### src/rtl/bj_pkg.sv
// Shared branch/jump definitions: detect-unit encodings, 2-bit counter states
// and the predictor table entry layout.
package bj_pkg;

  localparam logic [2:0] BJ_BEQ  = 3'b000;
  localparam logic [2:0] BJ_BNE  = 3'b001;
  localparam logic [2:0] BJ_JUMP = 3'b011;
  localparam logic [2:0] BJ_BLT  = 3'b100;
  localparam logic [2:0] BJ_BGE  = 3'b101;
  localparam logic [2:0] BJ_BLTU = 3'b110;
  localparam logic [2:0] BJ_BGEU = 3'b111;

  typedef logic [1:0] ctr_t;

  localparam ctr_t SNT = 2'b00;
  localparam ctr_t WNT = 2'b01;
  localparam ctr_t WT  = 2'b10;
  localparam ctr_t ST  = 2'b11;

  // Entry fields are sized for the widest supported PC; narrower PCs zero-extend.
  localparam int unsigned BJ_PC_W  = 32;
  localparam int unsigned BJ_TAG_W = BJ_PC_W - 2;

  typedef struct packed {
    logic                valid;
    logic [BJ_TAG_W-1:0] tag;
    logic                uncond;
    ctr_t                ctr;
    logic [BJ_PC_W-1:0]  target;
  } bj_entry_t;

  localparam bj_entry_t BJ_ENTRY_RST = '{valid: 1'b0, tag: '0, uncond: 1'b0,
                                         ctr: WNT, target: '0};

endpackage

### src/rtl/bj_sat_counter.sv
// 2-bit saturating counter next-state; force_strong pins the state to strongly taken.
module bj_sat_counter
  import bj_pkg::*;
(
  input  ctr_t state,
  input  logic taken,
  input  logic force_strong,
  output ctr_t next_state
);

  always_comb begin
    next_state = state;
    if (force_strong) begin
      next_state = ST;
    end else if (taken) begin
      if (state != ST) next_state = state + 2'd1;
    end else begin
      if (state != SNT) next_state = state - 2'd1;
    end
  end

endmodule

### src/rtl/bj_predict.sv
// Direct-mapped fetch-side branch/jump predictor trained by EX resolutions.
// Optional BJ_PRED_STATS_EN adds saturating BRANCH_COUNT / MISS_COUNT outputs.
module bj_predict
  import bj_pkg::*;
#(
  parameter int unsigned IDX_W = 4,
  parameter int unsigned PC_W  = 32
) (
  input  logic            CLK,
  input  logic            RESET,
  input  logic [PC_W-1:0] FETCH_PC,
  output logic            PRED_TAKEN,
  output logic [PC_W-1:0] PRED_TARGET,
  input  logic            EX_VALID,
  input  logic [2:0]      EX_BRANCH_JUMP,
  input  logic [PC_W-1:0] EX_PC,
  input  logic [PC_W-1:0] EX_TARGET,
  input  logic            EX_TAKEN,
  input  logic            EX_PRED_TAKEN,
  input  logic [PC_W-1:0] EX_PRED_TARGET,
`ifdef BJ_PRED_STATS_EN
  output logic [31:0]     BRANCH_COUNT,
  output logic [31:0]     MISS_COUNT,
`endif
  output logic            MISPREDICT,
  output logic [PC_W-1:0] REDIRECT_PC
);

  localparam int unsigned ENTRIES = 2 ** IDX_W;

  function automatic logic [BJ_TAG_W-1:0] tag_of(input logic [PC_W-1:0] pc);
    return BJ_TAG_W'(pc >> (IDX_W + 2));
  endfunction

  bj_entry_t       tbl_q [ENTRIES];
  bj_entry_t       tbl_d [ENTRIES];
  logic            mispredict_q, mispredict_d;
  logic [PC_W-1:0] redirect_q, redirect_d;

  // Lookup against registered table contents.
  logic [IDX_W-1:0] fetch_idx;
  bj_entry_t        fetch_entry;
  logic             fetch_hit;

  always_comb begin
    fetch_idx   = FETCH_PC[IDX_W+1:2];
    fetch_entry = tbl_q[fetch_idx];
    fetch_hit   = fetch_entry.valid && (fetch_entry.tag == tag_of(FETCH_PC));
    PRED_TAKEN  = fetch_hit && (fetch_entry.ctr[1] || fetch_entry.uncond);
    PRED_TARGET = PRED_TAKEN ? PC_W'(fetch_entry.target) : FETCH_PC + PC_W'(4);
  end

  // Training path; a miss is fed as WNT+taken so allocation lands on WT.
  logic [IDX_W-1:0] ex_idx;
  bj_entry_t        ex_entry;
  bj_entry_t        new_entry;
  logic             ex_hit;
  logic             is_jump;
  ctr_t             ctr_in;
  logic             taken_in;
  ctr_t             ctr_next;

  always_comb begin
    ex_idx   = EX_PC[IDX_W+1:2];
    ex_entry = tbl_q[ex_idx];
    ex_hit   = ex_entry.valid && (ex_entry.tag == tag_of(EX_PC));
    is_jump  = (EX_BRANCH_JUMP == BJ_JUMP);
    ctr_in   = ex_hit ? ex_entry.ctr : WNT;
    taken_in = EX_TAKEN || !ex_hit;
  end

  bj_sat_counter u_sat_counter (
    .state        (ctr_in),
    .taken        (taken_in),
    .force_strong (is_jump),
    .next_state   (ctr_next)
  );

  always_comb begin
    tbl_d        = tbl_q;
    new_entry    = ex_entry;
    mispredict_d = 1'b0;
    redirect_d   = redirect_q;
    if (EX_VALID) begin
      mispredict_d = (EX_TAKEN != EX_PRED_TAKEN) ||
                     (EX_TAKEN && (EX_PRED_TARGET != EX_TARGET));
      if (mispredict_d) redirect_d = EX_TAKEN ? EX_TARGET : EX_PC + PC_W'(4);
      if (ex_hit || EX_TAKEN) begin
        new_entry.valid  = 1'b1;
        new_entry.tag    = tag_of(EX_PC);
        new_entry.ctr    = ctr_next;
        new_entry.uncond = is_jump;
        if (EX_TAKEN) new_entry.target = BJ_PC_W'(EX_TARGET);
        tbl_d[ex_idx] = new_entry;
      end
    end
  end

  always_ff @(posedge CLK) begin
    if (RESET) begin
      for (int i = 0; i < int'(ENTRIES); i++) tbl_q[i] <= BJ_ENTRY_RST;
      mispredict_q <= 1'b0;
      redirect_q   <= '0;
    end else begin
      tbl_q        <= tbl_d;
      mispredict_q <= mispredict_d;
      redirect_q   <= redirect_d;
    end
  end

  // A reset arriving during the pulse cycle cancels the pending redirect.
  assign MISPREDICT  = mispredict_q && !RESET;
  assign REDIRECT_PC = redirect_q;

`ifdef BJ_PRED_STATS_EN
  logic [31:0] branch_count_q, branch_count_d;
  logic [31:0] miss_count_q, miss_count_d;

  always_comb begin
    branch_count_d = branch_count_q;
    miss_count_d   = miss_count_q;
    if (EX_VALID && (branch_count_q != 32'hFFFF_FFFF)) branch_count_d = branch_count_q + 32'd1;
    if (mispredict_d && (miss_count_q != 32'hFFFF_FFFF)) miss_count_d = miss_count_q + 32'd1;
  end

  always_ff @(posedge CLK) begin
    if (RESET) begin
      branch_count_q <= '0;
      miss_count_q   <= '0;
    end else begin
      branch_count_q <= branch_count_d;
      miss_count_q   <= miss_count_d;
    end
  end

  assign BRANCH_COUNT = branch_count_q;
  assign MISS_COUNT   = miss_count_q;
`endif

endmodule

### config.mk
export PLATFORM = sky130hd
export DESIGN_NAME = bj_predict
export DESIGN_NICKNAME = d
export VERILOG_FILES = /design/src/rtl/bj_pkg.sv /design/src/rtl/bj_sat_counter.sv /design/src/rtl/bj_predict.sv
export SDC_FILE = /design/constraint.sdc
export NUM_CORES = 2
export LEC_CHECK = 0
export ABC_AREA = 1
export BUFFER_PORTS_ARGS = -buffer_cell sky130_fd_sc_hd__buf_2
export CORE_ASPECT_RATIO = 2
export CORE_MARGIN = 1
export CORE_UTILIZATION = 29
export DETAILED_ROUTE_END_ITERATION = 16
export GPL_ROUTABILITY_DRIVEN = 0
export HOLD_SLACK_MARGIN = 0.06
export SETUP_SLACK_MARGIN = 0.15
export SLEW_MARGIN = 20
export SYNTH_ARGS = -nofsm -noshare
export SYNTH_HDL_FRONTEND = slang
export SYNTH_SLANG_ARGS = --single-unit
### constraint.sdc
create_clock -name CLK -period 12.1 [get_ports CLK]
set_input_delay 3.63 -clock CLK [delete_from_list [all_inputs] [get_ports CLK]]
set_output_delay 3.63 -clock CLK [all_outputs]
set_load 0.05 [all_outputs]
==> summary.md <==
| Metric | Value |
|---|---|
| DIE AREA | 213600 um2 |
| Post-CTS Resized | 0 |
| IO buf count | 201 |
| Max Slew Vio Count | 0 |
| Status | complete, no violations |
| Hold_ws | 0.4544 ns |
| EDFF count, synth | 0 |
| Die H | 652.6 um |
| Worst-case clock buffer depth | 3 |
| Commonest non-fill, non-tap cell in the layout | nand2_1 |
| Sequential share of the synthesized area | 33.43% |
| Total power | 7.981 mW |
| FF+latch count, synth | 1025 |
| Hold-critical path depth | 2 |
| Initial core utilization | 29.19% |
| Number of global-route vias before repair | 60460 |
| Die width | 327.3 um |
| Mapped Avg Cell Area | 5.762 um2 |
| Clock Skew | 0.04125 ns |
| Remaining DRCs | 0 |
| CORE AREA | 210200 um2 |
| Peak Freq | 87.83 MHz |
| Total GRT Usage | 24.55% |
| Total placed cells including tap cells | 12950 |
| Initial antenna violation count | 32 |
| Leak | 34.56 nW |
| Post-DP HPWL | 174200 um |
| Unrepaired setup endpoints after global routing | false |
| Pin count of the biggest net entering global routing | 189 |
| Commonest non-fill, non-tap cells in the layout | nand2_1 (3006), nor2_1 (2105), inv_1 (1115), dfxtp_1 (1025), a21oi_1 (973) |
| Critical setup path kind | in2out |
| Mapped Cells | 10650 |
| Worst Hold Launch | tbl_q[362] |
| Reg2Reg Setup Slack | 6.43 ns |
| Count of cell types in the netlist | 52 |
| Drt first pass iters | 6 |
| Clock Sinks | 1025 |
| Total number of vias | 66210 |
| Row count | 238 |
| Period utilization | 94.10% |
| I/O pin total | 202 |
| WL final | 271800 um |
| DR iter-0 viols | 6773 |
| Critical path buffers and inverters | 5 |
| Worst Setup Start Kind | primary input |
| TritonCTS buffer count | 98 |
| Root Driver | clkbuf_16 |
| Synth Cell Area | 61380 um2 |
| Asr flop ratio synth | 0% |
| First-pass GRT wire length | 394800 um |
| Max FO, Critical Path | 119 |
| Setup-failing EPs final | 0 |
| Setup TNS | 0 ns |
| Crit path largest cell delay | 0.60 ns |
| Reg clk slew, reported paths | 0.06 ns |
| Pwr dens | 118.7 nW/um2 |
| Worst skew pair latency | 0.74 ns |
| Delay-heaviest family, CP | simple AND/OR/NAND/NOR gates |
| Worst min-delay path category | reg2reg |
| Area Growth Syn to Fin | 9.592% |
| Arr. time, crit path | 7.76 ns |
| Reg-to-Reg End | tbl_q[506] |
| Max Cap Violations | 0 |
| CP max stage cell | nor2_4 |
| Post-CTS Hold Buffers | 0 |
| Path depth of the worst reg2reg path | 20 |
| Hold worst-path end | tbl_q[362] |
| Slew headroom | 23.22% |
| RR Startpoint | tbl_q[906] |
| Final Hold Fails | 0 |
| Buffer count from post-CTS setup fixing | 0 |
| Detail Route Antenna Nets | 0 |
| Share of layout cells above drive strength 1 | 5.491% |
| Ys Warns | 0 |
| CP Data Required Time | 8.47 ns |
| Fin crit period | 11.39 ns |
| H-tree depth | 3 |
| DR WL/cell | 20.68 um |
| Cells along the critical path | buf_8, inv_8, buf_12, a21oi_1, o21ai_0, nand3_1, nand3_1, nand3_1, xor2_1, nor2_1, nand2_1, nand3b_1, nor2_4, clkinv_1, nand2_1, nand2_1, buf_2 |
| Top FF cell, synth | dfxtp_1 |
| CTS tree | built |
| Vias per cell | 5.038 |
| Peak VDD IR | 0.0001029 V |
| Net Count, Synth | 10790 |
| GRT Residual Overflow | 0 |
| Post-Layout Cell Count | 13140 |
| Nets | 10430 |
| Critical Path End Type | output port |
| Tightest Pin Transition | 1.144 ns |
-- through the flow --
step           setup slack [ns]  util [%]  instance area [um2]
6_report                 0.7142     31.99                67260
5_1_grt                  0.4523     31.97                67220
4_1_cts                  0.7686     31.97                67210
3_5_place_dp             0.7963     30.42                63960
3_3_place_gp             0.8690     30.42                63960
2_1_floorplan             1.863         -                61380
-- worst reg2reg max path, stage by stage, from the launching register on --
cell and delay [ns]:
dfxtp_1 0.30, inv_1 0.12, nand2_1 0.06, nand3_1 0.11
nand2_1 0.11, nand2_1 0.07, nand2_1 0.08, nor3_1 0.88
nor2_1 0.08, nand2_1 0.11, nor2_1 0.04, nand2_1 0.06
nor2_1 0.04, nand2_1 0.41, nand2_2 0.65, nand3_4 0.40
buf_4 0.66, buf_4 1.02, nand2_1 0.22, nand2_1 0.10
nor2_1 0.05
-- cell families after synthesis --
kind of cell	synth area share (%)
AO/OA/AOI/OAI	16.96
buffers and inverters	12.86
adder cells (fa/ha/maj)	0.1019
flip-flops	33.43
AND/OR/NAND/NOR	35.84
XOR/XNOR	0.7992
-- worst max path at each step --
stage | depth (start not counted) | slack (ns) | endpoint | startpoint
4_1_cts | 18 | 0.77 | PRED_TARGET[20] | FETCH_PC[2]
5_1_grt | 18 | 0.45 | PRED_TARGET[22] | FETCH_PC[2]
3_3_place_gp | 18 | 0.87 | PRED_TARGET[22] | FETCH_PC[2]
2_1_floorplan | 16 | 1.86 | PRED_TARGET[30] | FETCH_PC[3]
6_report | 17 | 0.71 | PRED_TARGET[20] | FETCH_PC[2]
3_5_place_dp | 18 | 0.80 | PRED_TARGET[20] | FETCH_PC[2]
-- routing by layer --
layer,track usage [%],part of all wire [%],up-vias
li1,-,-,32220
met1,26.41,36,30280
met2,42.18,47,2805
met3,4.011,7.4,881
met4,20.07,9.3,22
met5,0,0.048,-
-- registers in the layout, summed over array words and instances (netlist names) --
| signal | cells |
|---|---|
| REDIRECT_PC | 32 |
| tbl_q | 992 |
| mispredict_q | 1 |
-- report_power, final --
part	leakage (nW)	switching (mW)	total [mW]	internal, mW
logic	24.7	0.940	1.24	0.296
clock network	1.60	1.51	3.29	1.78
registers	8.28	0.0270	3.45	3.42
total	34.6	2.48	7.98	5.50
-- Yosys cell counts, drive strengths merged (30+ instances only) --
cell    instances  share of area [%]
nand2        3009                 18
nor2         2111                 13
inv          1128                6.9
dfxtp        1025                 33
a21oi         973                7.9
o21ai         887                7.2
clkbuf        443                2.7
nand3         412                3.6
buf           362                3.2
xor2           53               0.76
o211ai         46               0.56
nor3           30               0.24
-- cell type report --
| type | count | area, um2 |
|---|---|---|
| clock inverter | 36 | 392.9 |
| antenna | 19 | 47.55 |
| sequential | 1025 | 20520 |
| inverter | 1136 | 4317 |
| fill | 23570 | 143000 |
| clock buffer | 137 | 2861 |
| multi-input combinational | 7686 | 33090 |
| tap | 2760 | 3453 |
| timing repair buffer | 343 | 2585 |
Power figures use the tool's default switching activity.
